===== config.mk =====
export PLATFORM = sky130hd
export DESIGN_NAME = musb_multicycle_div_flat
export DESIGN_NICKNAME = d
export VERILOG_FILES = /design/src/rtl/musb_multicycle_div_pkg.sv /design/src/rtl/musb_multicycle_div_if.sv /design/src/rtl/musb_multicycle_div_signfix.sv /design/src/rtl/musb_multicycle_div.sv /design/src/flat_wrapper.sv
export SDC_FILE = /design/constraint.sdc
export NUM_CORES = 1
export LEC_CHECK = 0
export CAP_MARGIN = 40
export CORE_MARGIN = 2
export CORE_UTILIZATION = 60
export CTS_CLUSTER_DIAMETER = 30
export DETAILED_ROUTE_END_ITERATION = 7
export PLACE_DENSITY = 0.85
export SLEW_MARGIN = 25
export SYNTH_ARGS = -nofsm -noshare
export SYNTH_HDL_FRONTEND = slang
export SYNTH_SLANG_ARGS = --single-unit

===== constraint.sdc =====
create_clock -name clk -period 14.4 [get_ports clk]
set_clock_uncertainty 0.05 [all_clocks]
set_input_delay 2.16 -clock clk [delete_from_list [all_inputs] [get_ports clk]]
set_output_delay 2.16 -clock clk [all_outputs]
set_load 0.01 [all_outputs]

===== src/rtl/musb_multicycle_div_pkg.sv =====
// ============================================================================
//  musb_multicycle_div_pkg
//  Shared state encoding and constants for the iterative EX-stage divider.
//  Revision: 1.0
// ============================================================================
`default_nettype none

package musb_multicycle_div_pkg;

    localparam int MUSB_DIV_ITER = 32;

    localparam logic [31:0] MUSB_DIV_BY_ZERO_Q = 32'hFFFF_FFFF;

    typedef enum logic [1:0] {
        MUSB_DIV_IDLE = 2'd0,
        MUSB_DIV_BUSY = 2'd1,
        MUSB_DIV_DONE = 2'd2
    } div_state_e;

endpackage

`default_nettype wire


===== src/rtl/musb_multicycle_div_if.sv =====
// ============================================================================
//  musb_multicycle_div_if
//  EX-stage operand/control bundle and result/stall bundle of the divider.
//  Revision: 1.0
// ============================================================================
`default_nettype none

interface musb_multicycle_div_if #(
    parameter int DATA_W = 32
);
    logic              op_divs;
    logic              op_divu;
    logic [DATA_W-1:0] op_a;
    logic [DATA_W-1:0] op_b;
    logic              ex_stall_unit;
    logic              ex_flush;
    logic              ex_request_stall;
    logic              div_busy;
    logic [DATA_W-1:0] quotient;
    logic [DATA_W-1:0] remainder;
    logic              result_valid;

    modport master (
        output op_divs, op_divu, op_a, op_b, ex_stall_unit, ex_flush,
        input  ex_request_stall, div_busy, quotient, remainder, result_valid
    );

    modport slave (
        input  op_divs, op_divu, op_a, op_b, ex_stall_unit, ex_flush,
        output ex_request_stall, div_busy, quotient, remainder, result_valid
    );
endinterface

`default_nettype wire


===== src/rtl/musb_multicycle_div_signfix.sv =====
// ============================================================================
//  musb_multicycle_div_signfix
//  Conditional two's-complement of a value pair (operand abs / result fix).
//  Revision: 1.0
// ============================================================================
`default_nettype none

module musb_multicycle_div_signfix #(
    parameter int DATA_W = 32
) (
    input  wire logic [DATA_W-1:0] a_i,
    input  wire logic [DATA_W-1:0] b_i,
    input  wire logic              neg_a_i,
    input  wire logic              neg_b_i,
    output logic      [DATA_W-1:0] a_o,
    output logic      [DATA_W-1:0] b_o
);
    assign a_o = neg_a_i ? -a_i : a_i;
    assign b_o = neg_b_i ? -b_i : b_i;
endmodule

`default_nettype wire


===== src/rtl/musb_multicycle_div.sv =====
// ============================================================================
//  musb_multicycle_div
//  Radix-2 restoring DIV/DIVU unit with EX stall request; optional early-out
//  selected by MUSB_DIV_EARLY_OUT_EN.
//  Revision: 1.0
// ============================================================================
`default_nettype none

module musb_multicycle_div
    import musb_multicycle_div_pkg::*;
#(
    parameter int DATA_W = 32,
    parameter int CNT_W  = 5
) (
    input  wire logic            clk,
    input  wire logic            rst,
    musb_multicycle_div_if.slave bus
);
    div_state_e        state_q;
    logic [CNT_W-1:0]  cnt_q;
    logic [DATA_W-1:0] dvd_q;
    logic [DATA_W-1:0] dvs_q;
    logic [DATA_W-1:0] rem_q;
    logic              qneg_q;
    logic              rneg_q;
    logic [DATA_W-1:0] quotient_q;
    logic [DATA_W-1:0] remainder_q;
    logic              valid_q;

    logic              is_signed;
    logic              start;
    logic [DATA_W:0]   shift_d;
    logic [DATA_W:0]   diff_d;
    logic              ge_d;
    logic [DATA_W-1:0] rem_step_d;
    logic [DATA_W-1:0] quo_step_d;
    logic [DATA_W-1:0] res_q_d;
    logic [DATA_W-1:0] res_r_d;
    logic              last_step;
    logic [DATA_W-1:0] sf_a, sf_b;
    logic              sf_na, sf_nb;
    logic [DATA_W-1:0] fix_a_d, fix_b_d;

    // DIV wins when both opcode strobes are (illegally) set.
    assign is_signed = bus.op_divs;
    assign start     = (state_q == MUSB_DIV_IDLE) & (bus.op_divs | bus.op_divu)
                     & ~bus.ex_stall_unit & ~bus.ex_flush;

    assign shift_d    = {rem_q, dvd_q[DATA_W-1]};
    assign diff_d     = shift_d - {1'b0, dvs_q};
    assign ge_d       = ~diff_d[DATA_W];
    assign rem_step_d = ge_d ? diff_d[DATA_W-1:0] : shift_d[DATA_W-1:0];
    assign quo_step_d = {dvd_q[DATA_W-2:0], ge_d};

`ifdef MUSB_DIV_EARLY_OUT_EN
    logic early_q;

    assign res_q_d   = early_q ? ((dvs_q == '0) ? MUSB_DIV_BY_ZERO_Q : '0) : quo_step_d;
    assign res_r_d   = early_q ? dvd_q : rem_step_d;
    assign last_step = early_q | (cnt_q == '0);
`else
    assign res_q_d   = quo_step_d;
    assign res_r_d   = rem_step_d;
    assign last_step = (cnt_q == '0);
`endif

    // One sign-fix block: operand magnitudes in IDLE, final result otherwise.
    always_comb begin
        sf_a  = res_q_d;
        sf_b  = res_r_d;
        sf_na = qneg_q;
        sf_nb = rneg_q;
        if (state_q == MUSB_DIV_IDLE) begin
            sf_a  = bus.op_a;
            sf_b  = bus.op_b;
            sf_na = is_signed & bus.op_a[DATA_W-1];
            sf_nb = is_signed & bus.op_b[DATA_W-1];
        end
    end

    musb_multicycle_div_signfix #(.DATA_W(DATA_W)) u_signfix (
        .a_i     (sf_a),
        .b_i     (sf_b),
        .neg_a_i (sf_na),
        .neg_b_i (sf_nb),
        .a_o     (fix_a_d),
        .b_o     (fix_b_d)
    );

    always_ff @(posedge clk or posedge rst) begin
        if (rst) begin
            state_q     <= MUSB_DIV_IDLE;
            cnt_q       <= '0;
            dvd_q       <= '0;
            dvs_q       <= '0;
            rem_q       <= '0;
            qneg_q      <= 1'b0;
            rneg_q      <= 1'b0;
            quotient_q  <= '0;
            remainder_q <= '0;
            valid_q     <= 1'b0;
`ifdef MUSB_DIV_EARLY_OUT_EN
            early_q     <= 1'b0;
`endif
        end else begin
            case (state_q)
                MUSB_DIV_IDLE: begin
                    if (start) begin
                        dvd_q   <= fix_a_d;
                        dvs_q   <= fix_b_d;
                        rem_q   <= '0;
                        // A zero divisor keeps the all-ones quotient unsigned.
                        qneg_q  <= is_signed & (bus.op_a[DATA_W-1] ^ bus.op_b[DATA_W-1])
                                 & (bus.op_b != '0);
                        rneg_q  <= is_signed & bus.op_a[DATA_W-1];
                        cnt_q   <= CNT_W'(DATA_W - 1);
`ifdef MUSB_DIV_EARLY_OUT_EN
                        early_q <= (bus.op_b == '0) | (fix_a_d < fix_b_d);
`endif
                        state_q <= MUSB_DIV_BUSY;
                    end
                end
                MUSB_DIV_BUSY: begin
                    if (bus.ex_flush) begin
                        state_q <= MUSB_DIV_IDLE;
                    end else if (!bus.ex_stall_unit) begin
                        if (last_step) begin
                            quotient_q  <= fix_a_d;
                            remainder_q <= fix_b_d;
                            valid_q     <= 1'b1;
                            state_q     <= MUSB_DIV_DONE;
                        end else begin
                            dvd_q <= quo_step_d;
                            rem_q <= rem_step_d;
                            cnt_q <= cnt_q - CNT_W'(1);
                        end
                    end
                end
                MUSB_DIV_DONE: begin
                    if (bus.ex_flush || !bus.ex_stall_unit) begin
                        valid_q <= 1'b0;
                        state_q <= MUSB_DIV_IDLE;
                    end
                end
                default: state_q <= MUSB_DIV_IDLE;
            endcase
        end
    end

    assign bus.ex_request_stall = (state_q == MUSB_DIV_IDLE) ? start
                                : (state_q == MUSB_DIV_BUSY) ? ~bus.ex_flush
                                : 1'b0;
    assign bus.div_busy     = (state_q != MUSB_DIV_IDLE);
    assign bus.result_valid = valid_q & ~bus.ex_flush;
    assign bus.quotient     = quotient_q;
    assign bus.remainder    = remainder_q;

endmodule

`default_nettype wire


===== src/flat_wrapper.sv =====
// flat-port wrapper written by rule: the top's interface ports become plain ports
module musb_multicycle_div_flat import musb_multicycle_div_pkg::*;
#(
    parameter int DATA_W = 32,
    parameter int CNT_W  = 5
)
  (clk, rst, bus_op_divs, bus_op_divu, bus_op_a, bus_op_b, bus_ex_stall_unit, bus_ex_flush, bus_ex_request_stall, bus_div_busy, bus_quotient, bus_remainder, bus_result_valid);
  musb_multicycle_div_if #(.DATA_W(DATA_W)) bus_i ();
  input  wire logic clk;
  input  wire logic rst;
  input wire logic [$bits(bus_i.op_divs)-1:0] bus_op_divs;
  input wire logic [$bits(bus_i.op_divu)-1:0] bus_op_divu;
  input wire logic [$bits(bus_i.op_a)-1:0] bus_op_a;
  input wire logic [$bits(bus_i.op_b)-1:0] bus_op_b;
  input wire logic [$bits(bus_i.ex_stall_unit)-1:0] bus_ex_stall_unit;
  input wire logic [$bits(bus_i.ex_flush)-1:0] bus_ex_flush;
  output wire logic [$bits(bus_i.ex_request_stall)-1:0] bus_ex_request_stall;
  output wire logic [$bits(bus_i.div_busy)-1:0] bus_div_busy;
  output wire logic [$bits(bus_i.quotient)-1:0] bus_quotient;
  output wire logic [$bits(bus_i.remainder)-1:0] bus_remainder;
  output wire logic [$bits(bus_i.result_valid)-1:0] bus_result_valid;
  assign bus_i.op_divs = bus_op_divs;
  assign bus_i.op_divu = bus_op_divu;
  assign bus_i.op_a = bus_op_a;
  assign bus_i.op_b = bus_op_b;
  assign bus_i.ex_stall_unit = bus_ex_stall_unit;
  assign bus_i.ex_flush = bus_ex_flush;
  assign bus_ex_request_stall = bus_i.ex_request_stall;
  assign bus_div_busy = bus_i.div_busy;
  assign bus_quotient = bus_i.quotient;
  assign bus_remainder = bus_i.remainder;
  assign bus_result_valid = bus_i.result_valid;
  musb_multicycle_div #(.DATA_W(DATA_W), .CNT_W(CNT_W)) u_core (.clk(clk), .rst(rst), .bus(bus_i));
endmodule

==> reports/qor.csv <==
metric;value;unit
p_clk_share;27.9;%
grt.overflow.total;0;
ys.flop_type;dfrtp_1;
synth.avg_cell_area;8.54;um2
p_comb_share;35.2;%
final_core_util;70.7;%
core-area;0.0201;mm2
pwr-share-seq;37.0;%
htreeDepth;4;
drv_slew;0;
power_density;118;mW/mm2
switching_share;37.7;%
final_cell_mix;nand2_1, dfrtp_1, o21ai_0;
finalCritPeriodShare;43.9;%
finalInstanceArea;0.0142;mm2
synth_top_area_cell;dfrtp_1;
fillers;1586;
cp.arrival;4110;ps
drt-pass1-iter-count;5;
final-hold-violation-count;0;
worst_pin_slew;846;ps
crit_required;12190;ps
layout_commonest_cell;nand2_1;
final_nets;1620;
critPathKind;primary input to primary output;
leakage;6.11;nW
routabilityCongestion;0.973;
hpwlAfterDp;25700;um
crit_path_max_fanout;10;
synth_nets;1534;
critPathLaunchType;primary input;
slew_headroom;43.6;%
clkLatencyLatePin;430;ps
grt_max_degree;76;
dieArea;0.0215;mm2
fp-row-count;52;
post-cts-setup-buffers;0;
area_delta_synth_final;16.7;%
cts_tree;built;
clock_path_buffers;2;
initial_core_util;60.6;%
cts_resized;0;
n_antenna_cell;0;
ir_worst_vdd;0.0983;mV
yosys.area.top_type_share;34.9;%
setup_violations;0;
synth-async-reset-ratio;100;%
drtAntennaViolNets;0;
routedWlPerCell;20.1;um
cp-end-kind;primary output;
drc_errors;0;
grt_pass1_vias;11226;
ctsRootBufferMaster;clkbuf_16;
synth_area;0.0122;mm2
postCtsHoldBufs;0;
internal_power;1.05;mW
via_per_inst;6.46;
antenna_found_initial;0;
grt_pass1_wl;57900;um
status;finished clean;
routed_wl;36000;um
dr_total_vias;11588;
max_freq;158;MHz
period_minus_slack;6320;ps
p_switching;0.634;mW
cts_num_sinks;170;
seq_area_frac_synth;34.9;%
grt_usage;33.6;%
yosysWarnings;0;
clk_pin_slew_worst_paths;70;ps
yosys_register_bits;170;
placed_area;0.0136;mm2
io-pin-count;137;
synth.area.top_cells;dfrtp_1, o21ai_0, nand2_1, mux2i_1, xnor2_1;
numCtsBuffers;17;
drive_above_1_share;7.80;%
holdCritPathClass;flop to flop;
finalSetupTns;0;ps
rsz0062_at_grt;no;
synth-edff-count;0;
synthDistinctLibCells;93;
cap_violations;0;
port_buffers;136;
syn_inst;1427;
die_w;147;um
drtIter0Drc;1122;
chipHeight;147;um
kinds of logic after synthesis:
group / synth area share, %
compound gates: 22.6
xor+xnor: 7.19
fa+ha+maj: 3.86
buf+inv: 4.99
flops: 34.9
mux: 7.87
simple gates: 18.6
through the flow:
stage | total power, mW | worst slack [ps] | hold WS [ps] | instances
after floorplan | 1.05 | 7590 | 389 | 1427
after global placement | 1.18 | 8200 | 399 | 1761
after detailed placement | 1.20 | 8160 | 414 | 1763
after CTS | 1.67 | 8100 | 431 | 1794
after global routing | 1.77 | 7930 | 451 | 1795
final | 1.68 | 8080 | 428 | 1795
power by group through the flow:
stage,logic [mW],registers (mW),clock network [mW]
floorplan,0.447,0.605,0
global placement,0.562,0.621,0
detailed placement,0.576,0.625,0
CTS,0.581,0.618,0.471
global route,0.651,0.631,0.492
finish,0.591,0.622,0.468
routing by layer:
metal | routed length, um | global-route usage [%] | vias up
li1 | - | - | 5316
met1 | 14800 | 44.2 | 5611
met2 | 17300 | 54.7 | 560
met3 | 2670 | 5.47 | 101
met4 | 1300 | 15.7 | 0
met5 | 0 | 0 | -
sequential cells by signal (all words and copies together), names as in the netlist:
signal / count
u_core.bus.quotient: 32
u_core.bus.remainder: 32
u_core.dvd_q: 32
u_core.dvs_q: 32
u_core.rem_q: 32
u_core.cnt_q: 5
u_core.state_q: 2
u_core.qneg_q: 1
u_core.rneg_q: 1
u_core.valid_q: 1
critical path: stages:
cell             delay [ps]
clkdlybuf4s50_1         590
nor3_1                  430
nand2b_1                210
a21oi_1                 160
clkdlybuf4s50_1         550
final timing paths:
| kind | startpoint | to | slack (ps) | depth (start not counted) |
|---|---|---|---|---|
| max | bus_ex_flush | bus_ex_request_stall | 8080 | 5 |
| min | u_core.bus.remainder[18] | u_core.bus.remainder[18] | 430 | 2 |
| max reg2reg | u_core.dvd_q[31] | u_core.dvd_q[28] | 8440 | 23 |
| min reg2reg | u_core.bus.remainder[18] | u_core.bus.remainder[18] | 430 | 2 |
| max in group asynchronous | rst | u_core.dvs_q[14] | 11010 | 3 |
| min in group asynchronous | rst | u_core.bus.quotient[21] | 2170 | 2 |
cells in the mapped netlist, types with 3 or more instances:
| master | count |
|---|---|
| nand4_1 | 12 |
| a22oi_1 | 21 |
| nor4b_1 | 4 |
| o21bai_1 | 5 |
| a21oi_1 | 63 |
| o31ai_1 | 14 |
| buf_1 | 8 |
| buf_4 | 8 |
| xor2_1 | 37 |
| a21o_1 | 14 |
| and3_1 | 13 |
| or2_2 | 3 |
| nand3_1 | 17 |
| a211oi_1 | 14 |
| mux2_2 | 31 |
| nand3b_1 | 4 |
| ha_1 | 36 |
| or4_1 | 4 |
| a222oi_1 | 10 |
| a31oi_1 | 15 |
| dfrtp_1 | 170 |
| o31a_1 | 3 |
| o21ai_1 | 22 |
| clkbuf_1 | 51 |
| mux2i_1 | 55 |
| and2_1 | 9 |
| or3_1 | 13 |
| buf_6 | 6 |
| nor2b_1 | 6 |
| inv_1 | 52 |
| o21ai_0 | 149 |
| o211a_1 | 7 |
| nand2b_1 | 13 |
| a41oi_1 | 6 |
| nor2_1 | 96 |
| nand2_1 | 193 |
| buf_2 | 12 |
| xnor2_1 | 58 |
| nor4_1 | 18 |
| o22ai_1 | 5 |
| a22o_1 | 4 |
| o21a_1 | 8 |
| nor3_1 | 64 |
| a21oi_2 | 4 |
| o211ai_1 | 8 |
final cells by class:
class	instances	area (um2)	share of cell area, %
multi-input cells	1119	7350	51.7
flip-flops and latches	170	4250	29.9
repair buffers	152	1500	10.5
clock buffers	23	468	3.29
well taps	270	338	2.38
inverters	53	204	1.43
clock inverters	8	110	0.774
(Power assumes the default switching activity.)
